`config.mk`:
```
export PLATFORM = sky130hd
export DESIGN_NAME = deserialize
export DESIGN_NICKNAME = d
export VERILOG_FILES = /design/src/rtl/deserialize.sv
export SDC_FILE = /design/constraint.sdc
export NUM_CORES = 1
export LEC_CHECK = 0
export BUFFER_PORTS_ARGS = -buffer_cell sky130_fd_sc_hd__buf_4
export CORE_AREA = 2 2 39 41
export DETAILED_ROUTE_END_ITERATION = 16
export DIE_AREA = 0 0 41 43
export HOLD_SLACK_MARGIN = 0.12
export PLACE_DENSITY = 0.66
export SLEW_MARGIN = 30
export SYNTH_ARGS = -nofsm -noshare
export SYNTH_HDL_FRONTEND = slang
export SYNTH_SLANG_ARGS = --single-unit
export TNS_END_PERCENT = 50
```
`constraint.sdc`:
```
create_clock -name input_input_switch1_clock_1 -period 1.5 [get_ports input_input_switch1_clock_1]
set_clock_uncertainty 0.2 [all_clocks]
set_input_delay 0.3 -clock input_input_switch1_clock_1 [delete_from_list [all_inputs] [get_ports input_input_switch1_clock_1]]
set_output_delay 0.3 -clock input_input_switch1_clock_1 [all_outputs]
set_load 0.1 [all_outputs]
```
`src/rtl/deserialize.sv`:
```
// Serial-in/parallel-out receiver: assembles WIDTH-bit words MSB-first while the
// framing line is high and hands each word to a consumer over a valid/ack handshake.
module deserialize #(
  parameter int WIDTH = 4,
  parameter int CNT_W = 2
) (
  input  logic             input_input_switch1_clock_1,
  input  logic             input_input_switch2_reset_2,
  input  logic             input_input_switch3_shift_en_3,
  input  logic             input_input_switch4_serial_in_4,
  input  logic             input_input_switch5_ack_5,
  output logic [WIDTH-1:0] output_led1_data_6,
  output logic             output_led2_valid_7,
  output logic             output_led3_overrun_8,
  output logic             output_led4_busy_9
);

  typedef enum logic {
    S_IDLE  = 1'b0,
    S_SHIFT = 1'b1
  } state_t;

  state_t           r_state;
  logic [CNT_W-1:0] r_cnt;
  logic [WIDTH-1:0] r_sr;
  logic [WIDTH-1:0] r_data;
  logic             r_valid;
  logic             r_overrun;

  logic [WIDTH-1:0] w_word;
  logic             w_last;
  logic             w_complete;

  assign w_word     = {r_sr[WIDTH-2:0], input_input_switch4_serial_in_4};
  assign w_last     = (r_cnt == CNT_W'(WIDTH - 1));
  assign w_complete = input_input_switch3_shift_en_3 && (r_state == S_SHIFT) && w_last;

  // Handshake: valid rises when a completed word is loaded and stays high until an
  // edge with ack=1; ack with valid=0 is ignored; a word completing while valid=1
  // and ack=0 is dropped and sets the sticky overrun flag instead of overwriting data.
  always_ff @(posedge input_input_switch1_clock_1) begin
    if (input_input_switch2_reset_2) begin
      r_state   <= S_IDLE;
      r_cnt     <= '0;
      r_sr      <= '0;
      r_data    <= '0;
      r_valid   <= 1'b0;
      r_overrun <= 1'b0;
    end else begin
      if (input_input_switch3_shift_en_3) begin
        r_sr <= w_word;
        if (w_complete) begin
          r_cnt   <= '0;
          r_state <= S_IDLE;
        end else begin
          r_cnt   <= r_cnt + CNT_W'(1);
          r_state <= S_SHIFT;
        end
      end else begin
        // Gap in framing abandons any partial word without flagging it.
        r_cnt   <= '0;
        r_state <= S_IDLE;
      end

      if (w_complete) begin
        if (!r_valid || input_input_switch5_ack_5) begin
          r_data  <= w_word;
          r_valid <= 1'b1;
        end else begin
          r_overrun <= 1'b1;
        end
      end else if (input_input_switch5_ack_5 && r_valid) begin
        r_valid <= 1'b0;
      end
    end
  end

  assign output_led1_data_6    = r_data;
  assign output_led2_valid_7   = r_valid;
  assign output_led3_overrun_8 = r_overrun;
  assign output_led4_busy_9    = (r_state == S_SHIFT);

endmodule

```
==> impl_metrics.yaml <==
setup_path:
  critical_path.cell_chain: "buf_4"
  crit_family: "flip-flops"
  setup.worst_path.start: "output_led4_busy_9"
  timing.critical_path.depth: 1
  critPathArrivalTime_ns: 0.94
  worst_r2r_path_depth: 4
  critPathMaxFanout: 5
  endpoint_kind: "output port"
  slowest_stage: "sky130_fd_sc_hd__dfxtp_2"
  worst_path_largest_cell_delay_ns: 0.38
  required_time_of_the_worst_setup_path_ns: 1.00
  r2r-start: "r_cnt[0]"
  worstPathBufferInverterCount: 1
  worstSetupPathType: "register to output port"
  startpoint_class: "register"
drt:
  detailedRoute.firstIterationViolations: 8
  ant_nets: 0
  drc_violations_left: 0
  drt_pre_antenna_iters: 4
  routed_wirelength_um: 807
  vias: 352
  avgRoutedWirePerCell_um: 10.3
  viasPerCell: 4.51
synth:
  synth_area_um2: 479
  postSynthRegisterBits: 12
  mappedNetlistNets: 50
  postSynthAreaPerCell_um2: 10.9
  post_synth_inst_count: 44
  synth.yosys.warnings: 0
  part_of_the_yosys_area_used_for_sequential_elements: 0.501
  synth.distinct_cells: 16
timing:
  hold_viol: 0
  rsz0062_at_grt: "false"
  finalCritPeriodShare: 0.963
  setup_viol_count_final: 0
  layout_min_cycle_time_ns: 1.44
  fmaxAchievable_ghz: 0.692
  timing.max_slew.rel_slack: 0.816
  timing_max_transition_violations_final: 0
  setup-tns-final_ns: 0
  timing.hold.ws_ns: 0.240
  worst_pin_slew_ns: 0.278
hold_path:
  hold_path_startpoint: "r_cnt[0]"
  worst_hold_path_type: "register to register"
  min_delay_path_depth: 1
cells_and_area:
  layout_common_cells: "12 x sky130_fd_sc_hd__buf_4, 10 x sky130_fd_sc_hd__dfxtp_1, 8 x sky130_fd_sc_hd__nand2b_1, 7 x sky130_fd_sc_hd__mux2i_1, 5 x sky130_fd_sc_hd__nor2_1"
  post_route_cells_drive_above_1_share: 0.371
  syn_to_final_growth_pct: 36.6
  layout_commonest_cell: "sky130_fd_sc_hd__buf_4"
  final_nets: 69
  fillCellCount: 130
  antennaDiodeCount: 0
place:
  place_hpwl_um: 578
  placement.io_buffers: 11
  gp_routability_congestion: 0.638
status:
  outcome: "finished, final reports clean"
floorplan:
  fp.dieW_um: 41
  io-pin-count: 12
  coreArea_mm2: 0.00138
  placementRows: 14
  chipHeight_um: 43
  dieArea_mm2: 0.00176
  start_util: 0.346
global_route:
  grt_first_pass_wirelength_um: 1280
  antenna_found_initial: 0
  grt_max_degree: 15
  grtUsageTotal: 0.116
  global_route.overflow_total: 0
  first_global_vias: 320
power_and_ir_drop:
  cellLeakagePower_nw: 0.279
  power_w: 0.000638
  vdd_ir_drop_max_uv: 591
  total_switching_power_w: 0.000136
  power_frac_seq: 0.519
  clock_power_share: 0.392
  pwr_density_cell_mw_per_mm2: 975
  power.share.combinational: 0.089
  internal_portion_of_total_power_w: 0.000502
  power_switching_share: 0.214
cts:
  inserted_clock_buffers: 3
  cts_root_buf: "sky130_fd_sc_hd__clkbuf_4"
  clk_latency_ns: 0.26
  cts_buffer_depth: 2
  cts_num_sinks: 12
  tritoncts: "done"
  cts.clk_slew.worst_paths_ns: 0.07
  cts_htree_levels: 1
run:
  maxCapViolCount: 0
[cell usage after synthesis]
master | n | area (µm²)
sky130_fd_sc_hd__dfxtp_1 | 12 | 240
sky130_fd_sc_hd__nor2b_1 | 1 | 6.26
sky130_fd_sc_hd__nor2_1 | 5 | 18.8
sky130_fd_sc_hd__and2b_1 | 1 | 7.51
sky130_fd_sc_hd__a211oi_2 | 1 | 12.5
sky130_fd_sc_hd__clkbuf_1 | 1 | 3.75
sky130_fd_sc_hd__a41oi_1 | 1 | 8.76
sky130_fd_sc_hd__nor2_4 | 1 | 11.3
sky130_fd_sc_hd__and2_1 | 1 | 6.26
sky130_fd_sc_hd__inv_2 | 1 | 3.75
sky130_fd_sc_hd__nand2b_1 | 8 | 50.1
sky130_fd_sc_hd__a31oi_1 | 1 | 6.26
sky130_fd_sc_hd__nand3_2 | 1 | 10.0
sky130_fd_sc_hd__mux2i_1 | 7 | 70.1
sky130_fd_sc_hd__buf_6 | 1 | 11.3
sky130_fd_sc_hd__ha_1 | 1 | 12.5
[timing repair]
action / CTS / global route
resized for setup: 0 / 1
setup buffers: 0 / 2
endpoints found under the hold margin: 7 / 0
hold buffers: 3 / 0
endpoints found under the setup margin: 0 / 4
[state kept, by name, indices dropped and copies added, names as in the netlist]
name,count
r_cnt,2
output_led1_data_6,4
output_led2_valid_7,1
output_led4_busy_9,1
r_sr,3
output_led3_overrun_8,1
[cell type report]
class | count | area, µm² | area share
Sequential cell | 12 | 243 | 0.371
Inverter | 1 | 3.75 | 0.00574
Timing Repair Buffer | 16 | 131 | 0.201
Clock buffer | 4 | 36.3 | 0.0554
Multi-Input combinational cell | 29 | 220 | 0.337
Tap cell | 16 | 20.0 | 0.0306
[final timing paths]
path,to,slack (ns)
hold / removal,r_cnt[0],0.24
hold reg to reg,r_cnt[0],0.24
setup / recovery,output_led4_busy_9,0.06
setup reg to reg,output_led1_data_6[3],0.15
[logic make-up after synthesis]
kind of cell             Yosys count  share of synthesized area
AO/OA/AOI/OAI                      3                     0.0574
adder cells (fa/ha/maj)            1                     0.0261
buffers and inverters              3                     0.0391
flip-flops                        12                      0.501
multiplexers                       7                      0.146
AND/OR/NAND/NOR                   18                      0.230
[metal layers]
metal	GRT usage	up-vias	part of all wire
met5	0	-	0
met4	0.140	0	0.019
li1	-	183	-
met1	0.133	164	0.44
met2	0.147	3	0.51
met3	0.0314	2	0.032
[through the flow]
stage                     instances  area, µm²  worst slack (ns)   util
after floorplan                  44        482            0.0169      -
after global placement           69        569             0.181  0.411
after detailed placement         69        569             0.159  0.411
after CTS                        76        636            0.0295  0.459
after global routing             78        654           0.00941  0.473
final                            78        654            0.0551  0.473
[power by group through the flow]
| stage | Clock [W] | Sequential (W) | Combinational, W |
|---|---|---|---|
| 2_1_floorplan | 0 | 0.000348 | 0.0000233 |
| 3_3_place_gp | 0 | 0.000338 | 0.0000457 |
| 3_5_place_dp | 0 | 0.000339 | 0.0000459 |
| 4_1_cts | 0.000262 | 0.000331 | 0.0000521 |
| 5_1_grt | 0.000275 | 0.000332 | 0.0000610 |
| 6_report | 0.000250 | 0.000331 | 0.0000570 |
(Power assumes the default switching activity.)
